<file path="config.mk">
export PLATFORM = sky130hd
export DESIGN_NAME = cpu_player
export DESIGN_NICKNAME = d
export VERILOG_FILES = /design/src/rtl/ttt_pkg.sv /design/src/rtl/line_eval.sv /design/src/rtl/cpu_player.sv
export SDC_FILE = /design/constraint.sdc
export NUM_CORES = 1
export LEC_CHECK = 0
export BUFFER_PORTS_ARGS = -buffer_cell sky130_fd_sc_hd__buf_2
export CAP_MARGIN = 10
export CORE_MARGIN = 2
export CORE_UTILIZATION = 45
export DETAILED_ROUTE_END_ITERATION = 10
export PLACE_DENSITY = 0.61
export SLEW_MARGIN = 10
export SYNTH_ARGS = -nofsm -noshare
export SYNTH_HDL_FRONTEND = slang
export SYNTH_SLANG_ARGS = --single-unit
</file>
<file path="constraint.sdc">
create_clock -name clk -period 4.01 [get_ports clk]
set_clock_uncertainty 0.2 [all_clocks]
set_input_delay 0.6015 -clock clk [delete_from_list [all_inputs] [get_ports clk]]
set_output_delay 0.6015 -clock clk [all_outputs]
set_load 0.02 [all_outputs]
</file>
<file path="src/rtl/ttt_pkg.sv">
// ttt_pkg: shared tic-tac-toe definitions for the board array, button FSM and CPU player.
package ttt_pkg;
    localparam logic [1:0] EMPTY = 2'b00;
    localparam logic [1:0] X     = 2'b01;
    localparam logic [1:0] O     = 2'b10;

    typedef enum logic [1:0] {IDLE, READ, EVAL, COMMIT} state_t;

    localparam logic [3:0] LINES [8][3] = '{
        '{4'd0, 4'd1, 4'd2}, '{4'd3, 4'd4, 4'd5}, '{4'd6, 4'd7, 4'd8},
        '{4'd0, 4'd3, 4'd6}, '{4'd1, 4'd4, 4'd7}, '{4'd2, 4'd5, 4'd8},
        '{4'd0, 4'd4, 4'd8}, '{4'd2, 4'd4, 4'd6}
    };

    // Fallback move order: centre, corners, edges.
    localparam logic [3:0] PREF [9] = '{4'd4, 4'd0, 4'd2, 4'd6, 4'd8, 4'd1, 4'd3, 4'd5, 4'd7};
endpackage

</file>
<file path="src/rtl/line_eval.sv">
// line_eval: classifies one three-cell line as a CPU or human two-in-a-row with one gap.
module line_eval
    import ttt_pkg::*;
(
    input  logic [1:0] a_i,
    input  logic [1:0] b_i,
    input  logic [1:0] c_i,
    input  logic [1:0] cpu_mark_i,
    input  logic [1:0] human_mark_i,
    output logic       cpu_two_o,
    output logic       human_two_o,
    output logic       empty_vld_o,
    output logic [1:0] empty_pos_o
);
    logic [1:0] n_cpu, n_hum, n_emp;

    always_comb begin
        n_cpu = 2'(a_i == cpu_mark_i) + 2'(b_i == cpu_mark_i) + 2'(c_i == cpu_mark_i);
        n_hum = 2'(a_i == human_mark_i) + 2'(b_i == human_mark_i) + 2'(c_i == human_mark_i);
        n_emp = 2'(a_i == EMPTY) + 2'(b_i == EMPTY) + 2'(c_i == EMPTY);
        cpu_two_o   = (n_cpu == 2'd2) && (n_emp == 2'd1);
        human_two_o = (n_hum == 2'd2) && (n_emp == 2'd1);
        empty_vld_o = n_emp != 2'd0;
        empty_pos_o = (a_i == EMPTY) ? 2'd0 : (b_i == EMPTY) ? 2'd1 : 2'd2;
    end
endmodule

</file>
<file path="src/rtl/cpu_player.sv">
// cpu_player: computer opponent; snapshots the board, scans the eight lines,
// then writes one mark chosen by win > block > centre > corners > edges.
module cpu_player
    import ttt_pkg::*;
#(
    parameter logic [1:0] CPU_MARK   = O,
    parameter logic [1:0] HUMAN_MARK = X
) (
    input  logic       clk,
    input  logic       rst_n,
    input  logic       go,
    input  logic       game_over,
    output logic [3:0] rd_addr,
    input  logic [1:0] rd_data,
    output logic       wr_en,
    output logic [3:0] wr_addr,
    output logic [1:0] wr_data,
    output logic       busy,
    output logic       done,
    output logic       no_move
);
    state_t     state_q;
    logic       go_q, win_vld_q, blk_vld_q, wr_en_q, done_q, no_move_q;
    logic [3:0] k_q, win_q, blk_q, rd_addr_q, wr_addr_q;
    logic [2:0] line_q;
    logic [1:0] cell_q [9];
    logic [1:0] wr_data_q;
    logic       cpu_two, human_two, emp_vld, win_vld_d, blk_vld_d, pick_vld;
    logic [1:0] emp_pos;
    logic [3:0] hit_cell, win_d, blk_d, pick;

    line_eval u_line (
        .a_i         (cell_q[LINES[line_q][0]]),
        .b_i         (cell_q[LINES[line_q][1]]),
        .c_i         (cell_q[LINES[line_q][2]]),
        .cpu_mark_i  (CPU_MARK),
        .human_mark_i(HUMAN_MARK),
        .cpu_two_o   (cpu_two),
        .human_two_o (human_two),
        .empty_vld_o (emp_vld),
        .empty_pos_o (emp_pos)
    );

    // Merge the current line so the final EVAL cycle can register the choice directly.
    always_comb begin
        hit_cell  = LINES[line_q][emp_pos];
        win_vld_d = win_vld_q | (cpu_two & emp_vld);
        blk_vld_d = blk_vld_q | (human_two & emp_vld);
        win_d     = win_vld_q ? win_q : hit_cell;
        blk_d     = blk_vld_q ? blk_q : hit_cell;
        pick      = 4'd0;
        pick_vld  = 1'b0;
        for (int i = 8; i >= 0; i--)
            if (cell_q[PREF[i]] == EMPTY) begin
                pick     = PREF[i];
                pick_vld = 1'b1;
            end
        if (blk_vld_d) pick = blk_d;
        if (win_vld_d) pick = win_d;
    end

    always_ff @(posedge clk or negedge rst_n) begin
        if (!rst_n) begin
            state_q   <= IDLE;
            go_q      <= 1'b0;
            k_q       <= 4'd0;
            line_q    <= 3'd0;
            cell_q    <= '{default: EMPTY};
            win_q     <= 4'd0;
            blk_q     <= 4'd0;
            win_vld_q <= 1'b0;
            blk_vld_q <= 1'b0;
            rd_addr_q <= 4'd0;
            wr_en_q   <= 1'b0;
            wr_addr_q <= 4'd0;
            wr_data_q <= 2'b00;
            done_q    <= 1'b0;
            no_move_q <= 1'b0;
        end else if (game_over) begin
            state_q   <= IDLE;
            go_q      <= 1'b0;
            rd_addr_q <= 4'd0;
            wr_en_q   <= 1'b0;
            wr_addr_q <= 4'd0;
            wr_data_q <= 2'b00;
            done_q    <= 1'b0;
            no_move_q <= 1'b0;
        end else begin
            go_q      <= go && (state_q == IDLE) && !go_q;
            wr_en_q   <= 1'b0;
            wr_addr_q <= 4'd0;
            wr_data_q <= 2'b00;
            done_q    <= 1'b0;
            no_move_q <= 1'b0;
            case (state_q)
                IDLE: if (go_q) begin
                    state_q   <= READ;
                    k_q       <= 4'd0;
                    rd_addr_q <= 4'd0;
                    win_vld_q <= 1'b0;
                    blk_vld_q <= 1'b0;
                end
                READ: begin
                    if (k_q != 4'd0) cell_q[k_q - 4'd1] <= rd_data;
                    k_q       <= k_q + 4'd1;
                    rd_addr_q <= (k_q >= 4'd8) ? 4'd8 : k_q + 4'd1;
                    if (k_q == 4'd9) begin
                        state_q   <= EVAL;
                        line_q    <= 3'd0;
                        rd_addr_q <= 4'd0;
                    end
                end
                EVAL: begin
                    win_q     <= win_d;
                    blk_q     <= blk_d;
                    win_vld_q <= win_vld_d;
                    blk_vld_q <= blk_vld_d;
                    line_q    <= line_q + 3'd1;
                    if (line_q == 3'd7) begin
                        state_q   <= COMMIT;
                        wr_en_q   <= pick_vld;
                        wr_addr_q <= pick_vld ? pick : 4'd0;
                        wr_data_q <= pick_vld ? CPU_MARK : 2'b00;
                        done_q    <= 1'b1;
                        no_move_q <= !pick_vld;
                    end
                end
                default: state_q <= IDLE;
            endcase
        end
    end

    assign rd_addr = rd_addr_q;
    assign wr_en   = wr_en_q;
    assign wr_addr = wr_addr_q;
    assign wr_data = wr_data_q;
    assign busy    = state_q != IDLE;
    assign done    = done_q;
    assign no_move = no_move_q;
endmodule
</file>
==> flow_summary.yaml <==
detailed_routing:
  routed_wirelength_um: 8530
  post_drt_wl_per_cell_um: 17.6
  viasPerCell: 5.81
  first_pass_iters: 4
  drc: 0
  ant_nets: 0
  vias: 2818
  drtIter0Drc: 273
sta:
  timing.fmax_mhz: 258
  final-setup-viol-count: 0
  finalWorstSetupSlack_ns: 0.133
  drv_slew: 0
  worst_slew_pin_slew_ns: 0.751
  holdWs_ns: 0.124
  final-hold-violation-count: 0
  layout_min_cycle_time_ns: 3.88
  fin_crit_sh: 0.967
  setup_tns_ns: 0
  slew_headroom: 0.496
cells_and_area:
  fillCellCount: 683
  mostFrequentLayoutCell: "dfrtp_1"
  num-nets-final: 410
  layout_common_cells: "47 x dfrtp_1, 32 x nand2_1, 29 x nor2_1, 28 x mux2_2, 27 x buf_4"
  area_delta_synth_final_pct: 18.0
  post_route_cells_drive_above_1_share: 0.324
  antenna_cells: 0
logic_synthesis:
  synth_enable_flop_cells: 0
  syn_area_per_cell_um2: 9.86
  ys_seq_area_frac: 0.360
  synth_area_leaders: "dfrtp_1 36%, mux2_2 9.2%, ha_1 5.9%, o21ai_0 3.5%, nand2_1 3.5%"
  synth_area_um2: 3410
  yosys_most_used_dff: "dfrtp_1"
  ys_types: 57
  ys_seq_elements: 49
  ys_warn_count: 0
  synth_top_cell_area_share: 0.360
  synthArstFlopShare: 1.00
  synth_top_area_cell: "dfrtp_1"
  synth_nets: 371
  syn_inst: 346
clock_network:
  clk_transition_reported_paths_ns: 0.10
  numCtsBuffers: 5
  hold_buffers: 0
  clk_latency_ns: 0.31
  cts_tree: "done"
  cts_sinks: 49
  clock_path_buffers: 2
  htree_levels: 2
  cts_root_buf: "clkbuf_8"
setup_path:
  critPathMaxStageDelay_ns: 0.42
  crit_buf_inv: 2
  path_max_fanout: 7
  crit_type: "flop to flop"
  cp-start-kind: "flop"
  worstPathArrival_ns: 3.88
  cp_slowest_cell: "dfrtp_1"
  r2r_start: "line_q[0]$_DFFE_PN0P_"
  cp-end-kind: "flop"
  critPathRequiredTime_ns: 4.02
  path_cells: "buf_4 -> ha_2 -> mux2i_4 -> buf_12 -> and2b_2 -> a221oi_4 -> a21oi_2 -> a22oi_2 -> and2_4 -> fa_1 -> nor2b_4 -> a31oi_4 -> nand3_2 -> o211ai_1 -> o21ai_1 -> o32ai_2"
  reg2reg_setup_slack_ns: 0.13
  crit_family: "compound AO/OA/AOI/OAI gates"
  startpoint: "line_q[0]$_DFFE_PN0P_"
global_route:
  grt_max_degree: 32
  grt_antenna_before_repair: 0
  grt_overflow_total: 0
  grt_pass1_wl_um: 13600
  track_usage: 0.203
  grt_pass1_vias: 2721
die:
  ios: 20
  die-area_um2: 8290
  die_w_um: 91.1
  start_util: 0.468
  rows: 31
  die_y_um: 91.1
  core_region_area_um2: 7290
place:
  hpwl_um: 6280
  dp_slack_ns: -0.0182
  gp_congestion: 0.948
  port_buffers: 18
worst_hold_path:
  hold_class: "primary input to asynchronous set/reset pin"
pwr:
  p_leak_nw: 1.78
  power_per_cell_area_nw_per_um2: 725
  ir_worst_vdd_v: 0.000348
  total_power_mw: 2.92
job:
  maxCapViolCount: 0
status:
  status: "completed"
cell type report:
type,count,area (µm²),share of cell area
Clock buffer,6,72.6,0.0180
Timing Repair Buffer,46,313,0.0777
Tap cell,99,124,0.0308
Sequential cell,49,1230,0.305
Inverter,17,66.3,0.0165
Multi-Input combinational cell,266,2180,0.542
Clock inverter,2,38.8,0.00963
cells by family after synthesis:
family | Yosys count | share of synthesized area
multiplexers | 44 | 0.167
buffers and inverters | 31 | 0.0532
AND/OR/NAND/NOR | 115 | 0.170
AO/OA/AOI/OAI | 85 | 0.168
XOR/XNOR | 2 | 0.00514
flip-flops | 49 | 0.360
other | 1 | 0.00110
adder cells (fa/ha/maj) | 19 | 0.0763
sequential cells by signal (all words and copies together) (netlist names), 2 cells and up:
register,count
blk_q,4
cell_q,18
k_q,4
line_q,3
rd_addr,4
state_q,2
win_q,4
wr_addr,4
per-layer routing:
metal	up-vias	share of wire	track usage	routed length [µm]
met3	18	0.045	0.0340	388
met4	0	0.020	0.0455	171
li1	1341	-	-	-
met1	1364	0.44	0.270	3790
met2	95	0.49	0.346	4180
met5	-	0	0	0
report_power, final:
| part | total [mW] | switching [mW] | internal [mW] |
|---|---|---|---|
| Combinational | 1.85 | 0.992 | 0.858 |
| Clock | 0.358 | 0.171 | 0.188 |
| Sequential | 0.710 | 0.128 | 0.582 |
| Total | 2.92 | 1.29 | 1.63 |
worst register-to-register path, delay by kind of cell (launching register included):
| family | cells | cell delay, ns |
|---|---|---|
| simple gates | 4 | 0.68 |
| fa+ha+maj | 2 | 0.62 |
| compound gates | 7 | 1.37 |
| buf+inv | 2 | 0.32 |
| flops | 1 | 0.42 |
| mux | 1 | 0.17 |
final timing paths:
check,end,cells past startpoint
max in group asynchronous,cell_q[12]$_DFFE_PN0P_,2
worst min register to register,go_q$_DFF_PN0_,1
worst max register to register,wr_addr[0]$_DFF_PN0_,16
worst min-delay path,no_move$_DFF_PN0_,1
worst max-delay path,wr_addr[0]$_DFF_PN0_,16
min in group clk,go_q$_DFF_PN0_,1
cells in the mapped netlist, types with 3 or more instances:
| cell | n |
|---|---|
| o211ai_1 | 3 |
| a221oi_1 | 4 |
| mux2i_1 | 7 |
| o32ai_1 | 4 |
| nor2b_1 | 12 |
| buf_4 | 4 |
| a21oi_1 | 10 |
| a31oi_1 | 5 |
| nand2_1 | 32 |
| clkbuf_1 | 4 |
| nand3_1 | 8 |
| o21ai_1 | 3 |
| a22o_1 | 4 |
| dfrtp_1 | 49 |
| and2_1 | 3 |
| a32o_1 | 4 |
| nor3_1 | 5 |
| ha_1 | 16 |
| a22oi_1 | 3 |
| mux4_2 | 5 |
| o21ai_0 | 24 |
| o22ai_1 | 9 |
| buf_6 | 3 |
| nor2_1 | 29 |
| nand2b_1 | 6 |
| fa_1 | 3 |
| inv_1 | 17 |
| and3_1 | 6 |
| mux2_2 | 28 |
stage by stage:
stage,util,std cells,cell area (µm²)
3_3_place_gp,0.503,466,3670
6_report,0.552,485,4030
5_1_grt,0.552,485,4030
3_5_place_dp,0.503,466,3670
2_1_floorplan,-,346,3450
4_1_cts,0.523,476,3810
repair_timing:
item / CTS / global route
gates resized for setup: 1 / 30
gates cloned: 0 / 0
pin swaps: 0 / 11
setup endpoints to repair: 3 / 4
setup buffers: 2 / 9
Note: power is estimated with default switching activity, not from simulation.
